<file path="src/rtl/uart_tx_fifo.sv">
// Byte FIFO feeding a UART transmitter: producers push at any rate, the issue
// FSM pops one byte per frame and paces itself on the UART busy/done handshake.
module uart_tx_fifo #(
    parameter int DEPTH  = 16,
    parameter int ADDR_W = 4
) (
    input  logic              clk_i,
    input  logic              reset_i,
    input  logic              wr_en_i,
    input  logic [7:0]        wr_data_i,
    output logic              full_o,
    output logic              empty_o,
    output logic [ADDR_W:0]   count_o,
    output logic              overflow_o,
    output logic [7:0]        txdata_o,
    output logic              txstart_o,
    input  logic              txbusy_i,
    input  logic              txdone_i
);

    localparam int                  CNT_W   = ADDR_W + 1;
    localparam logic [CNT_W-1:0]    CNT_MAX = CNT_W'(DEPTH);
    localparam logic [CNT_W-1:0]    CNT_ONE = CNT_W'(1);
    localparam logic [ADDR_W-1:0]   PTR_ONE = ADDR_W'(1);

    typedef enum logic [1:0] {
        ST_IDLE  = 2'd0,
        ST_START = 2'd1,
        ST_WAIT  = 2'd2
    } state_t;

    state_t             state_q, state_d;
    logic [7:0]         mem_q [DEPTH];
    logic [ADDR_W-1:0]  wr_ptr_q, wr_ptr_d;
    logic [ADDR_W-1:0]  rd_ptr_q, rd_ptr_d;
    logic [CNT_W-1:0]   count_q, count_d;
    logic               full_q, full_d;
    logic               empty_q, empty_d;
    logic               overflow_q, overflow_d;
    logic [7:0]         txdata_q, txdata_d;
    logic               txstart_q, txstart_d;
    logic               push_s;
    logic               pop_s;

    // Issue FSM: decides when a stored byte is handed to the UART.
    always_comb begin
        state_d = state_q;
        pop_s   = 1'b0;
        case (state_q)
            ST_IDLE: begin
                if (!empty_q && !txbusy_i) begin
                    pop_s   = 1'b1;
                    state_d = ST_START;
                end else begin
                    state_d = ST_IDLE;
                end
            end
            ST_START: begin
                state_d = ST_WAIT;
            end
            ST_WAIT: begin
                // UART busy is deliberately ignored here; only its done pulse matters.
                if (txdone_i) begin
                    state_d = ST_IDLE;
                end else begin
                    state_d = ST_WAIT;
                end
            end
            default: begin
                state_d = ST_IDLE;
            end
        endcase
    end

    // FIFO bookkeeping and registered status/UART outputs.
    always_comb begin
        // Full is the registered flag, so a push while full is refused even on a pop cycle.
        push_s     = wr_en_i && !full_q;
        overflow_d = wr_en_i && full_q;
        txstart_d  = pop_s;
        if (push_s) begin
            wr_ptr_d = wr_ptr_q + PTR_ONE;
        end else begin
            wr_ptr_d = wr_ptr_q;
        end
        if (pop_s) begin
            rd_ptr_d = rd_ptr_q + PTR_ONE;
            txdata_d = mem_q[rd_ptr_q];
        end else begin
            rd_ptr_d = rd_ptr_q;
            txdata_d = txdata_q;
        end
        case ({push_s, pop_s})
            2'b10:   count_d = count_q + CNT_ONE;
            2'b01:   count_d = count_q - CNT_ONE;
            default: count_d = count_q;
        endcase
        full_d  = (count_d == CNT_MAX);
        empty_d = (count_d == {CNT_W{1'b0}});
    end

    // State and control registers with synchronous reset.
    always_ff @(posedge clk_i) begin
        if (reset_i) begin
            state_q    <= ST_IDLE;
            wr_ptr_q   <= {ADDR_W{1'b0}};
            rd_ptr_q   <= {ADDR_W{1'b0}};
            count_q    <= {CNT_W{1'b0}};
            full_q     <= 1'b0;
            empty_q    <= 1'b1;
            overflow_q <= 1'b0;
            txdata_q   <= 8'h00;
            txstart_q  <= 1'b0;
        end else begin
            state_q    <= state_d;
            wr_ptr_q   <= wr_ptr_d;
            rd_ptr_q   <= rd_ptr_d;
            count_q    <= count_d;
            full_q     <= full_d;
            empty_q    <= empty_d;
            overflow_q <= overflow_d;
            txdata_q   <= txdata_d;
            txstart_q  <= txstart_d;
        end
    end

    // Byte storage; contents need no reset because the pointers define validity.
    always_ff @(posedge clk_i) begin
        if (!reset_i && push_s) begin
            mem_q[wr_ptr_q] <= wr_data_i;
        end
    end

    assign full_o     = full_q;
    assign empty_o    = empty_q;
    assign count_o    = count_q;
    assign overflow_o = overflow_q;
    assign txdata_o   = txdata_q;
    assign txstart_o  = txstart_q;

endmodule
</file>
<file path="config.mk">
export PLATFORM = sky130hd
export DESIGN_NAME = uart_tx_fifo
export DESIGN_NICKNAME = d
export VERILOG_FILES = /design/src/rtl/uart_tx_fifo.sv
export SDC_FILE = /design/constraint.sdc
export NUM_CORES = 1
export LEC_CHECK = 0
export ABC_AREA = 1
export CAP_MARGIN = 20
export CORE_AREA = 2 2 112 114
export CTS_CLUSTER_DIAMETER = 200
export DETAILED_ROUTE_END_ITERATION = 12
export DIE_AREA = 0 0 114 116
export GPL_ROUTABILITY_DRIVEN = 0
export PLACE_DENSITY = 0.75
export SLEW_MARGIN = 30
export SYNTH_ARGS = -nofsm -noshare
export SYNTH_HDL_FRONTEND = slang
export SYNTH_SLANG_ARGS = --single-unit
</file>
<file path="constraint.sdc">
create_clock -name clk_i -period 2.2 [get_ports clk_i]
set_clock_uncertainty 0.05 [all_clocks]
set_input_delay 0.22 -clock clk_i [delete_from_list [all_inputs] [get_ports clk_i]]
set_output_delay 0.22 -clock clk_i [all_outputs]
set_load 0.02 [all_outputs]
</file>
### After elaboration in Yosys (flattened, before gate mapping)

Memories as Yosys holds them, arrays and structs flattened. A register that Yosys moved wholly into a read port is not among the register bits.
Index checks and enable logic that the tools add are counted.

* bits in read-only memories: 0
* register bits after elaboration: 19
* memories: 1
* latch bits: 0
* word-level logic and storage cells: 36
* memory bits (writable): 128

Memories
* mem_q: words 16, width 8, rd ports 1, clocked after Yosys merged registers in 1, write ports 1, RTL line 33 `logic [7:0] mem_q [DEPTH];`

* shift operators: 0
* magnitude comparators: 0
* muxes and demuxes: 8
* add/subtract/negate cells: 4
* reductions and logical operators: 10
* div/mod/pow operators: 0
* equality and inequality tests: 5
* multiply operators: 0
* bitwise logic cells: 0

Operator list (count)
* 5-bit one-hot mux with 2 select lines: 1
* 4-bit by 1-bit adder with 4-bit output (second input constant): 2
* 2-bit one-hot mux with 3 select lines: 1
* 5-bit by 1-bit adder with 5-bit output (second input constant): 1
* 5-bit == test (second input constant): 1
* 5-bit logical NOT: 1
* 1-bit two-way mux: 5
* 5-bit by 1-bit subtractor with 5-bit output (second input constant): 1
* 2-bit by 1-bit == test with 1-bit output (second input constant): 2
* 2-bit == test (second input constant): 2
* 1-bit logical AND: 4
* 1-bit logical NOT: 4
* 2-bit logical NOT: 1
* 2-bit two-way mux: 1

### Depth between registers and ports, before layout

Gate-level depths: netlist of run 1.

* depth in word-level cells: 7
* gate-level depth with buffers: 18
* mapped depth without buffers: 17

### Worst setup path after synthesis of run 1

Ideal clock, no wire load.

* path kind: reg-to-reg
* start point: register empty_q, in the netlist empty_o
* end point: register empty_q, in the netlist empty_o
* stages on the path, launching flop included: 15
* setup time: 70 ps
* slack: -13 ps
* path buffers: 1
* arrival: 2093 ps
* required time: 2080 ps
* clock period less this slack: 2213 ps
* cells stage by stage: dfxtp_1 > nor2_1 > nand2_1 > inv_1 > buf_2 > ha_1 > nand2_1 > inv_1 > nor2_1 > ha_1 > o21ai_0 > nand2_1 > nor2_1 > nand3_1 > o21bai_1

* cells in the longest elaborated chain, start to end: 7

RTL lines
* start, declared: RTL line 38 `logic empty_q, empty_d;`
* start signal, assigned: RTL line 120 `empty_q <= empty_d;`
* 1-bit logical NOT (*): RTL line 51 `if (!empty_q && !txbusy_i) begin`
* 1-bit logical AND (*): RTL line 51
* 1-bit two-way mux (*): RTL line 51
* 1-bit two-way mux (*): RTL line 49 `case (state_q)`
* via pop_s: RTL line 43 `logic pop_s;`
* 2-bit by 1-bit == test with 1-bit output or 2-bit == test (tied branches): RTL line 93 `case ({push_s, pop_s})`
* 5-bit one-hot mux with 2 select lines (*): RTL line 93
* 5-bit logical NOT (*): RTL line 99 `empty_d = (count_d == {CNT_W{1'b0}});`

The timed path passes the listed nets; every way through them passes the cells marked *.
A chain may end at the register's enable or synchronous reset.

### Worst setup path in the final report of run 1

* start point: register state_q[1]
* end point: register empty_q, in the netlist empty_o

* cells in the longest elaborated chain, start to end: 5

RTL lines
* start, declared: RTL line 32 `state_t state_q, state_d;`
* start signal, assigned: RTL line 115 `state_q <= state_d;`
* 2-bit logical NOT (*): RTL line 49
* 1-bit two-way mux (*): RTL line 49
* 2-bit by 1-bit == test with 1-bit output or 2-bit == test (tied branches): RTL line 93
* 5-bit one-hot mux with 2 select lines (*): RTL line 93
* 5-bit logical NOT (*): RTL line 99

Every way passes the cells marked *; elsewhere a longest branch is shown, timed or not.

==> results by group, run 1 <==
Status
  – Outcome: complete, no violations

Cells and area
  – Fin area: 7587 µm²
  – Area grow syn2layout: 18.46%
  – Layout Utilization: 63.70%
  – Finished Layout Cells: 780
  – Nets: 641
  – Share of cells above drive strength 1: 11.37%
  – Diodes inserted: 0

Logic synthesis
  – Seq cells post-synth: 155
  – Synth top area share: 60.01%
  – Commonest cells in the synthesized netlist: 140 x nor2_1, 128 x edfxtp_1, 45 x o21ai_0
  – Synth warn: 0
  – Yosys top cell by area: edfxtp_1
  – EDFF count, synth: 128
  – Top FF cell, synth: edfxtp_1
  – Mapped Area: 6405 µm²
  – Sequential-to-total area share from yosys stat: 68.45%
  – Unique masters post-synth: 24
  – Mean area per synthesized cell: 11.20 µm²
  – Post-Synthesis Cells: 572
  – Synth top area cells: edfxtp_1 60%, dfxtp_1 8.4%, nor2_1 8.2%
  – Most common cell in the netlist: nor2_1
  – Async SR Flop Fraction: 0%
  – Synth Net Count: 593

Floorplan
  – I/O pin cnt: 30
  – Core Box Area: 11910 µm²
  – Rows: 40
  – Die area: 13220 µm²
  – Die Ht: 116 µm
  – Initial Util: 53.77%
  – Chip Width: 114 µm

Global routing
  – Largest net degree at the start of global routing: 68
  – Grt ovf: 0
  – First-pass GRT wire length: 21900 µm
  – Vias in the first global route: 4213
  – Total global-route track usage: 22.22%
  – Antenna violations before repair: 0

Detailed routing
  – Drt pass-1 iters: 5
  – Routed vias: 4328
  – 1st-iter DRT viols: 462
  – # DRC: 0
  – Final wirelength: 13880 µm
  – Antenna Nets Post-Route: 0
  – Via/cell ratio: 5.549
  – Wire per inst: 17.80 µm

Placement
  – HPWL Detailed: 8607 µm
  – IO Port Bufs: 29
  – Placed cell areas: 6955 µm²
  – Placed Cells: 748

Timing
  – Worst Max-Slew Pin Slew: 0.6249 ns
  – Pins Over Slew Limit: 0
  – Max transition margin: 58.21%
  – RSZ-0062 raised after global routing: yes
  – Min Tclk post-route: 2.018 ns
  – Fin Hold WS: 0.2940 ns
  – Final hold viol count: 0
  – Fin crit share: 91.72%
  – Fmax: 495.6 MHz
  – Final count of negative-setup-slack endpoints: 0

Pwr
  – Pwr Density: 1002 nW/µm²
  – Pwr Total: 7601 µW
  – Leakage power total: 0.002712 µW
  – Worst VDD drop: 0.6677 mV

Worst hold path
  – Hold WC Path Type: input port to flop

Clock tree
  – Post-CTS setup buffer count: 0
  – CTS buffer count: 17
  – CTS Sinks: 155
  – Clk slew on worst S/H paths: 0.06 ns
  – Root buf cell: clkbuf_16
  – Max H-tree Level: 4
  – Post-cts hold buffer count: 0
  – Clock latency on the worst-skew pair: 0.42 ns
  – Clock Path Buffers: 2
  – CTS tree: done

Worst setup path
  – Crit path arrival time: 2.32 ns
  – Type of the worst setup path: flop to flop
  – CP endpoint kind: flop
  – CP startpoint kind: flop
  – Required time of the critical path: 2.50 ns
  – Max FO, Critical Path: 4

Job
  – Max-cap check violation count: 0
## layout by cell type, fill, tap and decap left out, drive strengths merged
cell	n
clkinvlp	2
nor3	11
nand4	2
o21ai	71
inv	36
ha	8
clkbuf	19
nor2	140
clkinv	5
o211ai	32
nand3	35
nand2	43
buf	30
o21bai	1
clkdlybuf4s50	29
a21oi	8
dfxtp	27
o21a	1
xor2	1
edfxtp	128
bufinv	3
nor4	1
## layer usage
metal | GRT usage, % | wire [µm] | up-vias
met1 | 28.78 | 5917 | 2046
met2 | 36.90 | 6892 | 151
met4 | 8.943 | 225 | 0
li1 | - | - | 2109
met3 | 4.812 | 848 | 22
met5 | 0 | 0 | -
## worst max-delay path, cell delays in order, from the launching register on
cell	delay, ns
dfxtp_1	0.32
nor2_2	0.12
nand2_1	0.07
inv_1	0.13
ha_4	0.16
nand2_1	0.07
inv_1	0.07
nor2_1	0.05
ha_1	0.17
inv_1	0.07
nand2_2	0.08
inv_1	0.06
nand2_1	0.04
nand3_1	0.11
nand2_1	0.06
nor2_1	0.09
nand3_1	0.10
o21bai_1	0.12
## final cells by class
cell class	count	area [µm²]
well taps	147	183.9
clock inverters	13	162.7
repair buffers	59	556.8
clock buffers	19	442.9
flip-flops and latches	155	4388
multi-input cells	354	1729
inverters	33	123.9
fillers	864	4324
## report_power, final
part	total, µW	switching (µW)	internal [µW]	leakage [µW]
clock network	2980	1150	1820	0.000293
registers	3370	88.8	3280	0.00137
logic	1260	780	480	0.00104
total	7600	2020	5580	0.00271
## final timing paths
path	start	to	slack, ns	depth (start not counted)
worst max-delay path	state_q[1]	empty_o	0.18	17
worst min-delay path	wr_en_i	overflow_o	0.29	3
worst max register to register	state_q[1]	empty_o	0.18	17
worst min register to register	full_o	overflow_o	0.42	2
## registers in the layout, summed over array words and instances (netlist names)
name / count
mem_q: 128
txdata_o: 8
count_o: 5
rd_ptr_q: 4
wr_ptr_q: 4
state_q: 2
empty_o: 1
full_o: 1
overflow_o: 1
txstart_o: 1
## logic make-up after synthesis
group / Yosys count / share of synthesized area [%]
AND/OR/NAND/NOR: 232 / 14.61
adder cells (fa/ha/maj): 8 / 1.563
AO/OA/AOI/OAI: 113 / 10.33
XOR/XNOR: 1 / 0.1368
buffers and inverters: 63 / 4.903
flip-flops: 155 / 68.45
## timing repair
action | CTS | global route
endpoints found under the setup margin | 0 | 3
resized for setup | 0 | 7
hold endpoints to repair | 0 | 0
## metrics by stage
stage,worst slack (ns),setup TNS (ns)
global placement,-0.1565,-0.3679
finish,0.1821,0
CTS,0.1297,0
global route,-0.01234,-0.01488
floorplan,0.03683,0
detailed placement,-0.2595,-0.7623
No activity file was read; power rests on OpenSTA's default activity.
==> run 2: changes to the inputs <==
Settings changed: CORE_AREA 2 2 112 114 to 2 2 110 112, CTS_BUF_LIST set to sky130_fd_sc_hd__clkbuf_8, DIE_AREA 0 0 114 116 to 0 0 112 114, PLACE_DENSITY 0.75 to 0.77.
==> run 2 against run 1 <==
  * Non-clock buffer count up 11
  * Sequential share of layout area up 1.4 points
  * Total power down 13%
  * Critical path depth down 4
  * Utilization down 0.41 points
  * Final area down 2.3%
  * Wire length up 1.9%
  * Clock power down 35%
  * Worst hold slack worse by 0.017 ns
  * Critical path type unchanged
  * Largest cell class unchanged
  * Highest routed layer unchanged
==> results by group, run 2 (synthesis results as in run 1) <==
Cells and area
  – Area grow syn2layout: 15.73%
  – Diodes inserted: 0
  – Layout Utilization: 63.29%
  – Top reg by flops: mem_q
  – Most common cell after layout, fill and taps aside: nor2_1
  – Share of cells above drive strength 1: 12.73%
  – Most frequent cells in the layout: 136 x nor2_1, 128 x edfxtp_1, 44 x o21ai_0
  – Max FFs per register: 128
  – Nets: 652

Global routing
  – First-pass GRT wire length: 22970 µm
  – Largest net degree at the start of global routing: 60
  – Grt ovf: 0
  – Total global-route track usage: 23.68%
  – Vias in the first global route: 4540
  – Antenna violations before repair: 0

Placement
  – HPWL Detailed: 9132 µm
  – IO Port Bufs: 29

Clock tree
  – Clock latency on the worst-skew pair: 0.45 ns
  – Post-cts hold buffer count: 0
  – Clock Path Buffers: 2
  – CTS Sinks: 155
  – Post-CTS setup buffer count: 0
  – Clk slew on worst S/H paths: 0.08 ns
  – CTS tree: done
  – CTS buffer count: 17
  – Cells resized by post-CTS repair: 0
  – Root buf cell: clkbuf_8
  – Max H-tree Level: 4

Worst setup path
  – Slowest stage cell, crit path: dfxtp_1
  – Worst path cell trace: nor2_2 > nand2_1 > inv_2 > buf_4 > ha_1 > nand2_1 > nand2_2 > nand2_1 > nand3_2 > nand2_1 > nor2_1 > nand3_1 > o21bai_1
  – WP depth: 13
  – Top Family by Delay on Critical Path: simple AND/OR/NAND/NOR gates
  – CP endpoint kind: flop
  – Max FO, Critical Path: 21
  – CP startpoint kind: flop
  – Buf/Inv on CP: 2
  – Crit path arrival time: 2.35 ns
  – Type of the worst setup path: flop to flop
  – Worst path most repeated cell: nand2_1
  – Required time of the critical path: 2.53 ns
  – Slowest Stage Delay on Critical Path: 0.32 ns
  – R2R depth: 13

Status
  – Outcome: complete, no violations

Pwr
  – Worst VDD drop: 0.7139 mV
  – Pwr Density: 893.4 nW/µm²
  – Leakage power total: 0.002667 µW

Floorplan
  – Chip Width: 112 µm
  – Die Ht: 114 µm
  – Rows: 40
  – I/O pin cnt: 30
  – Initial Util: 54.69%
  – Die area: 12770 µm²
  – Core Box Area: 11710 µm²

Worst hold path
  – Hold depth: 3
  – Hold WC Path Type: input port to flop

Job
  – Max-cap check violation count: 0

Timing
  – Min Tclk post-route: 2.023 ns
  – Final hold viol count: 0
  – Fin crit share: 91.94%
  – Final count of negative-setup-slack endpoints: 0
  – Max transition margin: 56.52%
  – Pins Over Slew Limit: 0
  – Fin Hold WS: 0.2769 ns
  – Fmax: 494.4 MHz
  – Worst Max-Slew Pin Slew: 0.6501 ns

Detailed routing
  – Wire per inst: 17.89 µm
  – 1st-iter DRT viols: 615
  – # DRC: 0
  – Antenna Nets Post-Route: 0
  – Via/cell ratio: 5.679
  – Drt pass-1 iters: 6
  – Final wirelength: 14150 µm
  – Routed vias: 4492
## run 2: cell count changes in the layout (fill, tap and decap cells not counted), sizes merged
cell    before  now
bufinv       3    2
buf         30   41
clkinv       5    7
inv         36   37
clkbuf      19   17
## run 2: worst reg2reg max path, stage by stage (launching register included)
cell and delay, ns:
dfxtp_1 0.32, nor2_2 0.13, nand2_1 0.09, inv_2 0.08
buf_4 0.25, ha_1 0.27, nand2_1 0.09, nand2_2 0.11
nand2_1 0.09, nand3_2 0.09, nand2_1 0.05, nor2_1 0.08
nand3_1 0.10, o21bai_1 0.15
## run 2: path summary, 6_finish.rpt
check                  start  slack [ns]    endpoint
setup / recovery  state_q[0]        0.18     empty_o
hold / removal       wr_en_i        0.28  overflow_o
setup reg to reg  state_q[0]        0.18     empty_o
hold reg to reg       full_o        0.43  overflow_o
## run 2: report_power, final
| group | leakage (µW) | internal [µW] | switching (µW) | total (µW) |
|---|---|---|---|---|
| clock | 0.000198 | 966 | 983 | 1950 |
| sequential | 0.00137 | 3270 | 85.7 | 3360 |
| combinational | 0.00109 | 499 | 816 | 1310 |
## run 2: area by class of cell
type,instances,area [µm²]
repair buffers,70,623.1
flip-flops and latches,155,4388
inverters,33,123.9
fillers,890,4299
clock inverters,15,120.1
multi-input cells,354,1739
well taps,147,183.9
clock buffers,17,234.0
## run 2: stage by stage
| stage | area, µm² | setup WS [ns] | total power (µW) | TNS (ns) | cells |
|---|---|---|---|---|---|
| 2_1_floorplan | 6406 | 0.03683 | 4267 | 0 | 572 |
| 3_3_place_gp | 7025 | -0.1607 | 4643 | -0.5070 | 759 |
| 3_5_place_dp | 7025 | -0.3127 | 4692 | -1.371 | 759 |
| 4_1_cts | 7380 | 0.03971 | 6604 | 0 | 791 |
| 5_1_grt | 7412 | -0.03562 | 6936 | -0.03562 | 791 |
| 6_report | 7412 | 0.1772 | 6622 | 0 | 791 |
## run 2: metal layers
layer	global-route usage (%)	share of wire [%]	vias up	wire (µm)
li1	-	-	2121	-
met3	7.279	7.9	28	1119
met4	9.268	1.9	0	262
met2	38.99	49	192	6942
met1	29.72	41	2151	5829
met5	0	0	-	0
==> run 3: changes to the inputs <==
Settings changed: SETUP_SLACK_MARGIN set to 0.1.
==> run 3 against run 2 <==
  * Fmax grew 1.9%
  * Non-clock buffer count decreased by 2
  * Register-to-register slack better by 0.04 ns
  * Utilization increased by 0.45 points
  * Via count grew 0.60%
  * Sequential share of layout area shrank 0.37 points
  * Setup slack better by 0.039 ns
  * Global-route usage decreased by 1.0 points
  * Clock power is 11% higher
  * Total power rose by 2.9%
  * Critical path type unchanged
  * Largest cell class unchanged
  * Largest power group unchanged
==> results by group, run 3 (synthesis results as in run 1) <==
Floorplan
  – Rows: 40
  – I/O pin cnt: 30
  – Die Ht: 114 µm
  – Die area: 12770 µm²
  – Core Box Area: 11710 µm²
  – Initial Util: 54.69%
  – Chip Width: 112 µm

Cells and area
  – Max FFs per register: 128
  – Nets: 650
  – Area grow syn2layout: 16.55%
  – Share of cells above drive strength 1: 14.80%
  – Top reg by flops: mem_q
  – Fin area: 7465 µm²
  – Most frequent cells in the layout: 134 x nor2_1, 128 x edfxtp_1, 44 x o21ai_0
  – Most common cell after layout, fill and taps aside: nor2_1
  – Diodes inserted: 0

Clock tree
  – Max H-tree Level: 4
  – CTS tree: done
  – CTS Sinks: 155
  – CTS buffer count: 17
  – Clock Path Buffers: 2
  – Clk slew on worst S/H paths: 0.08 ns
  – Clock latency on the worst-skew pair: 0.44 ns
  – Root buf cell: clkbuf_8

Detailed routing
  – # DRC: 0
  – Final wirelength: 13880 µm
  – Drt pass-1 iters: 7
  – DRT met1 WL: 5807 µm
  – DR top layer: met4
  – Antenna Nets Post-Route: 0
  – 1st-iter DRT viols: 525
  – Routed vias: 4519
  – Wire per inst: 17.59 µm
  – Via/cell ratio: 5.728
  – Met2 WL: 6768 µm
  – Met3 routed WL: 1043 µm

Timing
  – RSZ-0062 raised after global routing: no
  – Min Tclk post-route: 1.984 ns
  – Final count of negative-setup-slack endpoints: 0
  – Pins Over Slew Limit: 0
  – Worst Max-Slew Pin Slew: 0.6563 ns
  – Max transition margin: 56.11%
  – Final hold viol count: 0
  – Fin Hold WS: 0.2815 ns
  – Fmax: 504.0 MHz
  – Fin crit share: 90.19%
  – Post-route setup slack: 0.2158 ns

Worst setup path
  – CP startpoint kind: flop
  – Launching point of the worst reg2reg path: state_q[0]
  – R2R setup slack: 0.22 ns
  – Slowest Stage Delay on Critical Path: 0.34 ns
  – Type of the worst setup path: flop to flop
  – Crit path arrival time: 2.30 ns
  – Slowest stage cell, crit path: dfxtp_2
  – Worst path cell trace: nor2_4 > nand2_2 > inv_2 > ha_4 > nand2_1 > inv_2 > nor2_2 > ha_2 > inv_2 > nand2_2 > inv_1 > nand2_1 > nand3_1 > nand2_1 > nor2_2 > nand3_2 > o21bai_1
  – CP endpoint kind: flop
  – RR Endpoint: empty_o
  – R2R depth: 17
  – Required time of the critical path: 2.52 ns
  – Max FO, Critical Path: 4

Global routing
  – First-pass GRT wire length: 22020 µm
  – Largest net degree at the start of global routing: 68
  – Grt ovf: 0
  – Total global-route track usage: 22.64%
  – Antenna violations before repair: 0
  – Vias in the first global route: 4328

Worst hold path
  – Hold WC Path Type: input port to flop
  – Worst Min Path Start: wr_en_i
  – WHS Endpoint: overflow_o
  – Hold depth: 3

Pwr
  – Worst VDD drop: 0.5845 mV
  – Pwr Density: 913.2 nW/µm²
  – Pwr Total: 6817 µW
  – Leakage power total: 0.002657 µW

Placement
  – Setup Slack @ Placement: -0.2480 ns
  – Placed cell areas: 6993 µm²
  – HPWL Detailed: 8807 µm
  – IO Port Bufs: 29

Job
  – Max-cap check violation count: 0

Status
  – Outcome: complete, no violations
-- run 3: cell types whose count changed in the layout (fill, tap and decap cells not counted), sizes merged --
cell,change
inv,-4
clkinv,+3
buf,-2
bufinv,+1
-- run 3: worst max-delay path by stage --
stage	start	end	slack, ns
floorplan	empty_o	empty_o	0.11
global placement	wr_en_i	empty_o	-0.15
detailed placement	wr_en_i	empty_o	-0.25
CTS	state_q[1]	full_o	0.10
global route	full_o	full_o	0.07
finish	state_q[0]	empty_o	0.22
-- run 3: stage by stage --
stage,TNS (ns),util (%),instances
finish,0,63.74,789
global route,0,63.74,789
floorplan,0,-,572
detailed placement,-0.8550,59.71,756
CTS,0,63.19,788
global placement,-0.3372,59.71,756
-- run 3: layer usage --
metal	track usage, %	vias up
li1	-	2124
met1	29.48	2160
met2	37.25	210
met3	5.845	25
met4	8.293	0
met5	0	-
-- run 3: cell type report --
type,instances,area (µm²)
clock buffer,17,234.0
inverter,33,123.9
multi-input combinational,354,1762
clock inverter,15,173.9
timing repair buffer,68,595.6
tap,147,183.9
sequential,155,4392
fill,884,4247
-- run 3: repair_timing --
action	in CTS	in global routing
gates resized for setup	0	23
endpoints found under the setup margin	0	3
buffers inserted	0	1
hold buffers	0	0
-- run 3: where the power goes --
part           switching, µW  internal, µW  total, µW
Combinational            822           485       1310
Clock                   1040          1120       2160
Sequential              81.2          3270       3350
-- run 3: critical path, delay by kind of cell, from the launching register on --
family	cells	cell delay (ns)
and+or+nand+nor	10	0.83
DFF	1	0.34
adders and majority gates	2	0.30
buffers and inverters	4	0.28
AOI/OAI and AO/OA	1	0.12
